--- config.mk ---
export PLATFORM = sky130hd
export DESIGN_NAME = exc_ctrl_flat
export DESIGN_NICKNAME = d
export VERILOG_FILES = /design/src/rtl/exc_ctrl_pkg.sv /design/src/rtl/exc_ctrl_if.sv /design/src/rtl/exc_ctrl_prio.sv /design/src/rtl/exc_ctrl.sv /design/src/flat_wrapper.sv
export SDC_FILE = /design/constraint.sdc
export NUM_CORES = 1
export LEC_CHECK = 0
export CORE_ASPECT_RATIO = 0.8
export CORE_MARGIN = 1.5
export CORE_UTILIZATION = 48
export DETAILED_ROUTE_END_ITERATION = 8
export MAX_ROUTING_LAYER = met4
export PLACE_DENSITY = 0.93
export SLEW_MARGIN = 20
export SYNTH_ARGS = -nofsm -noshare
export SYNTH_HDL_FRONTEND = slang
export SYNTH_SLANG_ARGS = --single-unit
--- constraint.sdc ---
create_clock -name clk -period 4 [get_ports clk]
set_input_delay 0.8 -clock clk [delete_from_list [all_inputs] [get_ports clk]]
set_output_delay 0.8 -clock clk [all_outputs]
set_load 0.01 [all_outputs]
--- src/rtl/exc_ctrl_pkg.sv ---
// Shared definitions for the MEM-stage exception sequencer:
// CP0 addresses, ExcCodes, FSM states and the registered output bundle.
package exc_ctrl_pkg;

  localparam logic [4:0] CP0_STATUS = 5'd12;
  localparam logic [4:0] CP0_CAUSE  = 5'd13;
  localparam logic [4:0] CP0_EPC    = 5'd14;

  localparam logic [4:0] EXC_INT = 5'h00;
  localparam logic [4:0] EXC_SYS = 5'h08;
  localparam logic [4:0] EXC_RI  = 5'h0A;
  localparam logic [4:0] EXC_TR  = 5'h0D;
  localparam logic [4:0] EXC_OV  = 5'h0C;

  typedef enum logic [1:0] {
    IDLE      = 2'd0,
    WR_EPC    = 2'd1,
    WR_STATUS = 2'd2,
    REDIRECT  = 2'd3
  } exc_state_e;

  typedef struct packed {
    logic [4:0]  code;
    logic [31:0] pc;
    logic        bd;
    logic [31:0] status;
    logic [31:0] epc;
  } exc_snap_t;

  typedef struct packed {
    logic        stall;
    logic        flush;
    logic [31:0] new_pc;
    logic        cp0_we;
    logic [4:0]  cp0_waddr;
    logic [31:0] cp0_data;
    logic        cause_we;
    logic [4:0]  cause_excode;
    logic        cause_bd;
    logic [4:0]  excepttype;
  } exc_out_t;

  // Delay-slot instructions restart at the branch; wraps mod 2^32.
  function automatic logic [31:0] epc_value(
    input logic [31:0] pc,
    input logic        bd
  );
    return bd ? pc - 32'd4 : pc;
  endfunction

endpackage

--- src/rtl/exc_ctrl_if.sv ---
// MEM-stage / CP0 side bundle of the exception controller.
// master: the controller; slave: pipeline and CP0 around it.
interface exc_ctrl_if;
  logic [31:0] excepttype_i;
  logic        inst_valid_i;
  logic [31:0] current_inst_addr_i;
  logic        is_in_delayslot_i;
  logic [31:0] cp0_status_i;
  logic [31:0] cp0_cause_i;
  logic [31:0] cp0_epc_i;
  logic        stall_o;
  logic        flush_o;
  logic [31:0] new_pc_o;
  logic        cp0_we_o;
  logic [4:0]  cp0_waddr_o;
  logic [31:0] cp0_data_o;
  logic        cause_we_o;
  logic [4:0]  cause_excode_o;
  logic        cause_bd_o;
  logic [4:0]  excepttype_o;

  modport master (
    input  excepttype_i, inst_valid_i,
    input  current_inst_addr_i,
    input  is_in_delayslot_i,
    input  cp0_status_i, cp0_cause_i,
    input  cp0_epc_i,
    output stall_o, flush_o, new_pc_o,
    output cp0_we_o, cp0_waddr_o,
    output cp0_data_o,
    output cause_we_o, cause_excode_o,
    output cause_bd_o, excepttype_o
  );

  modport slave (
    output excepttype_i, inst_valid_i,
    output current_inst_addr_i,
    output is_in_delayslot_i,
    output cp0_status_i, cp0_cause_i,
    output cp0_epc_i,
    input  stall_o, flush_o, new_pc_o,
    input  cp0_we_o, cp0_waddr_o,
    input  cp0_data_o,
    input  cause_we_o, cause_excode_o,
    input  cause_bd_o, excepttype_o
  );
endinterface

--- src/rtl/exc_ctrl_prio.sv ---
// Combinational event priority: interrupt > syscall > invalid
// > trap > overflow > eret.
module exc_prio
  import exc_ctrl_pkg::*;
#(
  parameter logic [4:0] ERET_CODE = 5'h1F
) (
  input  logic [4:0] flags_i,
  input  logic [7:0] ip_i,
  input  logic [7:0] im_i,
  input  logic       ie_i,
  input  logic       exl_i,
  output logic [4:0] code_o,
  output logic       valid_o
);

  logic       irq;
  logic [5:0] req;
  logic [5:0] gnt;

  assign irq = (|(ip_i & im_i)) & ie_i & ~exl_i;
  assign req = {flags_i, irq};
  // Isolate the lowest set bit so the case items are one-hot.
  assign gnt = req & (~req + 6'd1);

  always_comb begin
    code_o  = '0;
    valid_o = 1'b1;
    unique case (1'b1)
      gnt[0]:  code_o = EXC_INT;
      gnt[1]:  code_o = EXC_SYS;
      gnt[2]:  code_o = EXC_RI;
      gnt[3]:  code_o = EXC_TR;
      gnt[4]:  code_o = EXC_OV;
      gnt[5]:  code_o = ERET_CODE;
      default: valid_o = 1'b0;
    endcase
  end

endmodule

--- src/rtl/exc_ctrl.sv ---
// Exception/ERET sequencer: snapshots the MEM-stage event, writes
// EPC/Cause and Status over successive cycles, then flushes.
module exc_ctrl
  import exc_ctrl_pkg::*;
#(
  parameter logic [31:0] EXC_VECTOR = 32'h0000_0020,
  parameter logic [4:0]  ERET_CODE  = 5'h1F
) (
  input  logic       clk,
  input  logic       rst,
  exc_ctrl_if.master bus
);

  exc_state_e state_q, state_d;
  exc_snap_t  snap_q, snap_d;
  exc_out_t   out_q, out_d;
  logic [4:0] prio_code;
  logic       prio_valid;
  logic       snap_eret;

  exc_prio #(.ERET_CODE(ERET_CODE)) u_prio (
    .flags_i (bus.excepttype_i[12:8]),
    .ip_i    (bus.cp0_cause_i[15:8]),
    .im_i    (bus.cp0_status_i[15:8]),
    .ie_i    (bus.cp0_status_i[0]),
    .exl_i   (bus.cp0_status_i[1]),
    .code_o  (prio_code),
    .valid_o (prio_valid)
  );

  assign snap_eret = (snap_q.code == ERET_CODE);

  // Outputs are computed for the state being entered and registered.
  always_comb begin
    state_d = state_q;
    snap_d  = snap_q;
    out_d   = '0;
    unique case (state_q)
      IDLE: begin
        if (bus.inst_valid_i && prio_valid) begin
          snap_d.code   = prio_code;
          snap_d.pc     = bus.current_inst_addr_i;
          snap_d.bd     = bus.is_in_delayslot_i;
          snap_d.status = bus.cp0_status_i;
          snap_d.epc    = bus.cp0_epc_i;
          out_d.stall      = 1'b1;
          out_d.cp0_we     = 1'b1;
          out_d.excepttype = prio_code;
          if (prio_code == ERET_CODE) begin
            state_d         = WR_STATUS;
            out_d.cp0_waddr = CP0_STATUS;
            out_d.cp0_data  = bus.cp0_status_i
                              & ~32'h2;
          end else begin
            state_d         = WR_EPC;
            out_d.cp0_waddr = CP0_EPC;
            out_d.cp0_data  = epc_value(
              bus.current_inst_addr_i,
              bus.is_in_delayslot_i);
            out_d.cause_we     = 1'b1;
            out_d.cause_excode = prio_code;
            out_d.cause_bd     = bus.is_in_delayslot_i;
          end
        end
      end
      WR_EPC: begin
        state_d          = WR_STATUS;
        out_d.stall      = 1'b1;
        out_d.excepttype = snap_q.code;
        out_d.cp0_we     = 1'b1;
        out_d.cp0_waddr  = CP0_STATUS;
        out_d.cp0_data   = snap_q.status | 32'h2;
      end
      WR_STATUS: begin
        state_d          = REDIRECT;
        out_d.stall      = 1'b1;
        out_d.flush      = 1'b1;
        out_d.excepttype = snap_q.code;
        out_d.new_pc     = snap_eret ? snap_q.epc
                                     : EXC_VECTOR;
      end
      REDIRECT: state_d = IDLE;
      default:  state_d = IDLE;
    endcase
  end

  always_ff @(posedge clk or negedge rst) begin
    if (!rst) begin
      state_q <= IDLE;
      snap_q  <= '0;
      out_q   <= '0;
    end else begin
      state_q <= state_d;
      snap_q  <= snap_d;
      out_q   <= out_d;
    end
  end

  assign bus.stall_o        = out_q.stall;
  assign bus.flush_o        = out_q.flush;
  assign bus.new_pc_o       = out_q.new_pc;
  assign bus.cp0_we_o       = out_q.cp0_we;
  assign bus.cp0_waddr_o    = out_q.cp0_waddr;
  assign bus.cp0_data_o     = out_q.cp0_data;
  assign bus.cause_we_o     = out_q.cause_we;
  assign bus.cause_excode_o = out_q.cause_excode;
  assign bus.cause_bd_o     = out_q.cause_bd;
  assign bus.excepttype_o   = out_q.excepttype;

endmodule

--- src/flat_wrapper.sv ---
// flat-port wrapper written by rule: the top's interface ports become plain ports
module exc_ctrl_flat import exc_ctrl_pkg::*;
#(
  parameter logic [31:0] EXC_VECTOR = 32'h0000_0020,
  parameter logic [4:0]  ERET_CODE  = 5'h1F
)
  (clk, rst, bus_excepttype_i, bus_inst_valid_i, bus_current_inst_addr_i, bus_is_in_delayslot_i, bus_cp0_status_i, bus_cp0_cause_i, bus_cp0_epc_i, bus_stall_o, bus_flush_o, bus_new_pc_o, bus_cp0_we_o, bus_cp0_waddr_o, bus_cp0_data_o, bus_cause_we_o, bus_cause_excode_o, bus_cause_bd_o, bus_excepttype_o);
  exc_ctrl_if bus_i ();
  input  logic clk;
  input  logic rst;
  input wire logic [$bits(bus_i.excepttype_i)-1:0] bus_excepttype_i;
  input wire logic [$bits(bus_i.inst_valid_i)-1:0] bus_inst_valid_i;
  input wire logic [$bits(bus_i.current_inst_addr_i)-1:0] bus_current_inst_addr_i;
  input wire logic [$bits(bus_i.is_in_delayslot_i)-1:0] bus_is_in_delayslot_i;
  input wire logic [$bits(bus_i.cp0_status_i)-1:0] bus_cp0_status_i;
  input wire logic [$bits(bus_i.cp0_cause_i)-1:0] bus_cp0_cause_i;
  input wire logic [$bits(bus_i.cp0_epc_i)-1:0] bus_cp0_epc_i;
  output wire logic [$bits(bus_i.stall_o)-1:0] bus_stall_o;
  output wire logic [$bits(bus_i.flush_o)-1:0] bus_flush_o;
  output wire logic [$bits(bus_i.new_pc_o)-1:0] bus_new_pc_o;
  output wire logic [$bits(bus_i.cp0_we_o)-1:0] bus_cp0_we_o;
  output wire logic [$bits(bus_i.cp0_waddr_o)-1:0] bus_cp0_waddr_o;
  output wire logic [$bits(bus_i.cp0_data_o)-1:0] bus_cp0_data_o;
  output wire logic [$bits(bus_i.cause_we_o)-1:0] bus_cause_we_o;
  output wire logic [$bits(bus_i.cause_excode_o)-1:0] bus_cause_excode_o;
  output wire logic [$bits(bus_i.cause_bd_o)-1:0] bus_cause_bd_o;
  output wire logic [$bits(bus_i.excepttype_o)-1:0] bus_excepttype_o;
  assign bus_i.excepttype_i = bus_excepttype_i;
  assign bus_i.inst_valid_i = bus_inst_valid_i;
  assign bus_i.current_inst_addr_i = bus_current_inst_addr_i;
  assign bus_i.is_in_delayslot_i = bus_is_in_delayslot_i;
  assign bus_i.cp0_status_i = bus_cp0_status_i;
  assign bus_i.cp0_cause_i = bus_cp0_cause_i;
  assign bus_i.cp0_epc_i = bus_cp0_epc_i;
  assign bus_stall_o = bus_i.stall_o;
  assign bus_flush_o = bus_i.flush_o;
  assign bus_new_pc_o = bus_i.new_pc_o;
  assign bus_cp0_we_o = bus_i.cp0_we_o;
  assign bus_cp0_waddr_o = bus_i.cp0_waddr_o;
  assign bus_cp0_data_o = bus_i.cp0_data_o;
  assign bus_cause_we_o = bus_i.cause_we_o;
  assign bus_cause_excode_o = bus_i.cause_excode_o;
  assign bus_cause_bd_o = bus_i.cause_bd_o;
  assign bus_excepttype_o = bus_i.excepttype_o;
  exc_ctrl #(.EXC_VECTOR(EXC_VECTOR), .ERET_CODE(ERET_CODE)) u_core (.clk(clk), .rst(rst), .bus(bus_i));
endmodule
Word-level counts from Yosys, hierarchy flattened
Cells that the tools add are included.
{"block": "word_totals", "regBits": 155, "inputBits": 164, "out_inout_bits": 84}
{"block": "classes", "add_sub_neg": 2, "eq_ne": 6, "mux": 16, "bitwise_logic": 6, "reduce_logical": 6}
{"operator": "38-bit case mux with 2 select lines", "n": 1}
{"operator": "32-bit two-way mux", "n": 2}
{"operator": "50-bit two-way mux", "n": 1}
{"operator": "34-bit two-way mux", "n": 1}
{"operator": "33-bit two-way mux", "n": 1}
{"operator": "32-bit by 3-bit subtractor with 32-bit output, second input constant", "n": 1}
{"operator": "5-bit case mux with 5 select lines", "n": 1}
{"operator": "7-bit two-way mux", "n": 2}
{"operator": "5-bit equality test, second input constant", "n": 2}
{"operator": "5-bit case mux with 2 select lines", "n": 1}
{"operator": "8-bit bitwise AND", "n": 1}
{"operator": "2-bit case mux with 4 select lines", "n": 1}
{"operator": "8-bit OR reduction", "n": 1}
{"operator": "6-bit by 1-bit adder with 6-bit output, second input constant", "n": 1}
{"operator": "6-bit bitwise AND", "n": 1}
{"operator": "6-bit NOT", "n": 1}
{"operator": "6-bit OR reduction", "n": 1}
{"operator": "2-bit equality test, second input constant", "n": 2}
{"operator": "2-bit two-way mux", "n": 2}
{"operator": "1-bit bitwise AND", "n": 2}
{"operator": "2-bit by 1-bit equality test with 1-bit output, second input constant", "n": 1}
{"operator": "2-bit logical NOT", "n": 1}
{"operator": "1-bit two-way mux", "n": 2}
{"operator": "2-bit by 1-bit inequality test with 1-bit output, second input constant", "n": 1}
{"operator": "other kinds (5)", "n": 5}

Longest topological paths before layout
{"block": "depth", "ltp_word": 12, "mapped_depth": 9, "depth_no_buf": 7}

Hierarchy
From an unflattened synthesis, not the netlist that was laid out.
{"block": "hier_totals", "hier_cells": 651, "area_unflattened_um2": 6396.1}
{"module": "exc_ctrl", "instances": 1, "cells_per_inst": 632, "area_per_inst_um2": 6231.0, "seq_area_each_um2": 3753.6}
{"module": "exc_prio", "instances": 1, "cells_per_inst": 19, "area_per_inst_um2": 165.2, "seq_area_each_um2": 0.0}

Worst setup path after synthesis
OpenSTA, ideal clock, no wires.
{"block": "synth_path", "path_type": "input-to-reg", "from": "in bus_current_inst_addr_i[21]", "to": "reg u_core.out_q, in the netlist u_core.bus.cp0_data_o[28]", "arrival_time_ns": 2.569, "t_required_ns": 3.879, "setup_slack_ns": 1.310, "stages": 6, "n_path_buf": 1, "path_cell_list": "or4_2 -> or4_4 -> buf_6 -> o31ai_1 -> nand3_1 -> a22o_2"}
{"element": "from (decl)", "line": "flat_wrapper.sv:13", "rtl": "input wire logic [$bits(bus_i.current_inst_addr_i)-1:0] bus_current_inst_addr_i;"}
{"element": "to (signal assigned)", "line": "exc_ctrl.sv:95", "rtl": "out_q <= out_d;"}
{"element": "to (decl)", "line": "exc_ctrl.sv:16", "rtl": "exc_out_t out_q, out_d;"}

==> flow_metrics.env <==
export IMPL_vias_per_cell=5.528
export IMPL_crit_fanout=12
export IMPL_critical_path_top_delay_family="simple AND/OR/NAND/NOR gates"
export IMPL_p_comb_frac=0.314
export IMPL_cts_sinks=150
export IMPL_dp_cells=861
export IMPL_path_depth=6
export IMPL_instances_no_fill=892
export IMPL_path_buf_inv=1
export IMPL_netlist_instances=508
export IMPL_cts_tree="done"
export IMPL_cts_resized=0
export IMPL_postCtsSetupBuffers=0
export IMPL_ys_top_cells_by_area="dfrtp_1 (58%), mux2_2 (11%), and2_1 (3.2%), a22oi_1 (2.6%), xnor2_1 (2.3%)"
export IMPL_arrival_ps=3330
export IMPL_setup_viol=0
export IMPL_antenna_cells=0
export IMPL_synth_top_family_by_area="simple AND/OR/NAND/NOR gates"
export IMPL_power_frac_seq=0.412
export IMPL_met2_usage=0.4073
export IMPL_cts_max_path_buffers=2
export IMPL_drv_slew=0
export IMPL_grt_pass1_vias=5000
export IMPL_rsz0062_at_grt="no"
export IMPL_clk_latency_ps=420
export IMPL_synth_edf_count=0
export IMPL_grt_pass1_wl_um=27400
export IMPL_crit_top_cell="or4_4"
export IMPL_p_clk_frac=0.274
export IMPL_io_pins=248
export IMPL_synth_area_mux_share=0.1102
export IMPL_skew_ps=5.862
export IMPL_synthXorXnorAreaFrac=0.03265
export IMPL_h_tree_depth=4
export IMPL_initial_utilization=0.4967
export IMPL_period_needed_ps=2970
export IMPL_use_met3=0.07045
export IMPL_slowest_stage="or4_4"
export IMPL_drt_iter0_markers=282
export IMPL_synth_compound_area_frac=0.1016
export IMPL_synth_simple_area_share=0.1273
export IMPL_required_ps=4360
export IMPL_startpoint_type="input port"
export IMPL_cap_viol_max_count=0
export IMPL_setup_tns_ps=0
export IMPL_ys_flop_type="dfrtp_1"
export IMPL_clkSlewWorstSetupHoldPaths_ps=60
export IMPL_track_usage=0.2635
export IMPL_synth_top_area_share=0.5830
export IMPL_area_growth_pct=41.88
export IMPL_slew_headroom=0.3800
export IMPL_drive_above_1_share=0.1729
export IMPL_row_count=37
export IMPL_final_nets=874
export IMPL_remaining_drc_errors=0
export IMPL_hold_viol=0
export IMPL_synthArstFlopShare=1.000
export IMPL_cp_end_kind="flip-flop"
export IMPL_powerDensity_nw_per_um2=630.7
export IMPL_finalCritPeriodShare=0.7425
export IMPL_switching_power_mw=1.722
export IMPL_cts_buffers=17
export IMPL_wl_per_cell_um=19.26
export IMPL_top_usage_layer="met2"
export IMPL_gr_total_overflow=0
export IMPL_ant_nets=0
export IMPL_synth_warnings=0
export IMPL_grtUsageMet1=0.3418
export IMPL_max_stage_delay_ps=650
export IMPL_portBuffers=194
export IMPL_hold_buffers=0
export IMPL_die_area_sq_um=14120
export IMPL_max_freq_mhz=336.7
export IMPL_place_congestion=0.8575
export IMPL_hpwl_um=11600
export IMPL_ys_ff_latch=150
export IMPL_p_int_mw=4.039
export IMPL_cts_root_buf="clkbuf_16"
export IMPL_worstMarginPinSlew_ps=930.0
export IMPL_dr_pass1_iters=5
export IMPL_switching_share=0.2990
export IMPL_routed_wl_um=17180
export IMPL_grt_antenna_before_repair=0
export IMPL_vias=4931
export IMPL_critical_path_class="input port to flip-flop"
export IMPL_yosysTopAreaCell="dfrtp_1"
export IMPL_worstRegToRegCells=6
export IMPL_syn_area_sq_um=6439
export IMPL_core_area_sq_um=12960
export IMPL_die_w_um=132.5
export IMPL_worstPathCellList="clkdlybuf4s50_1 > or4_4 > or4_4 > or4_1 > nand3_1 > a22o_2"
export IMPL_status="finished clean"
export IMPL_die_h_um=106.6
export IMPL_vdd_drop_max_uv=427.5
export IMPL_synth_seq_area_share=0.5830
export IMPL_synth_fa_ha_area_frac=0.009716
export IMPL_hold_path_class="input port to asynchronous set/reset pin"
export IMPL_leakage_nw=3.804
export IMPL_synth_avg_cell_area_sq_um=12.67
export IMPL_grt_max_degree=115
export IMPL_synth_distinct_cells=55
==> synthesized netlist by cell type (2+ instances only) <==
cell type and instances:
dfrtp_1 150, xnor2_1 17, xor2_1 7, nor4_1 3, nor4_2 2, ha_1 5, inv_1 12, a22oi_1 22
nor4_4 3, nor2_1 16, or4_4 2, and2_1 33, or4_1 4, buf_4 4, buf_2 3, a31oi_1 3
o21ai_1 5, a21oi_1 14, a22o_1 9, o21ai_0 26, mux2_2 63, o31ai_1 3, nand3_1 7, or3_1 7
nor3_1 7, a221o_1 2, a21o_1 2, nor4b_1 2, o41ai_1 2, clkbuf_8 4, nor3b_1 2, clkbuf_1 15
nand2_1 22, nand4b_1 4, or3_2 3, or2_2 2, a2bb2oi_1 3
==> per-stage QoR <==
step	power (mW)	cell area (sq um)	worst slack [ps]	hold slack, ps	utilization
floorplan	3.294	6446	1310	447.8	-
global placement	4.063	8544	673.0	454.9	0.6592
detailed placement	4.168	8544	630.5	463.1	0.6592
CTS	5.797	9133	1060	476.2	0.7045
global route	6.055	9135	937.2	497.0	0.7047
finish	5.761	9135	1030	468.9	0.7047
==> routing by layer <==
layer	up-vias	part of all wire
li1	2211	-
met1	2439	0.43
met2	258	0.47
met3	23	0.080
met4	0	0.017
met5	-	0
==> cells by family (layout without fill, tap and decap cells) <==
logic type / count (synthesis) / in the layout
AND/OR/NAND/NOR: 129 / 129
other: 1 / 3
multiplexers: 63 / 63
adder cells (fa/ha/maj): 5 / 5
AO/OA/AOI/OAI: 96 / 96
buffers and inverters: 40 / 247
XOR/XNOR: 24 / 24
flip-flops: 150 / 150
==> cells in the final DEF, fill, tap and decap left out, types with 5 or more instances in the layout <==
cell             instances
a21oi_1                 13
a22o_1                   9
a22oi_1                 22
and2_1                  33
buf_4                    8
clkbuf_16               17
clkdlybuf4s50_1        193
clkinvlp_4               5
dfrtp_1                150
ha_1                     5
inv_1                   12
mux2_2                  63
nand2_1                 22
nand3_1                  7
nor2_1                  16
nor3_1                   6
o21ai_0                 26
o21ai_1                  5
or3_1                    7
xnor2_1                 17
xor2_1                   7
==> registers in the layout, indices dropped and copies added, names as in the netlist <==
name	count
u_core.bus.cause_excode_o	5
u_core.bus.excepttype_o	5
u_core.bus.new_pc_o	32
u_core.bus.cause_bd_o	1
u_core.bus.stall_o	1
u_core.snap_q	68
u_core.bus.flush_o	1
u_core.bus.cp0_data_o	32
u_core.state_q	2
u_core.bus.cause_we_o	1
u_core.bus.cp0_waddr_o	2
==> path summary, 6_finish.rpt <==
path	start	endpoint	slack [ps]
setup / recovery	bus_current_inst_addr_i[16]	u_core.bus.cp0_data_o[28]$_DFF_PN0_	1030
hold / removal	rst	u_core.bus.new_pc_o[9]$_DFF_PN0_	470
setup reg to reg	u_core.state_q[0]$_DFFE_PN0P_	u_core.snap_q[19]$_DFFE_PN0P_	1540
hold reg to reg	u_core.snap_q[1]$_DFFE_PN0P_	u_core.bus.new_pc_o[1]$_DFF_PN0_	470
max in group asynchronous	rst	u_core.bus.new_pc_o[26]$_DFF_PN0_	2580
min in group clk	u_core.snap_q[1]$_DFFE_PN0P_	u_core.bus.new_pc_o[1]$_DFF_PN0_	470
==> final cells by class <==
cell class | count | area, sq um
Multi-Input combinational cell | 320 | 2484
Fill cell | 842 | 3827
Tap cell | 175 | 219.0
Sequential cell | 150 | 3754
Timing Repair Buffer | 204 | 2046
Clock inverter | 13 | 148.9
Clock buffer | 18 | 439.2
Inverter | 12 | 45.04
==> power groups by stage <==
stage	clock network (mW)	registers, mW	logic (mW)
global route	1.68	2.43	1.95
CTS	1.61	2.37	1.82
detailed placement	0	2.37	1.79
floorplan	0	2.40	0.898
finish	1.58	2.37	1.81
global placement	0	2.33	1.74
Note: power is estimated with default switching activity, not from simulation.
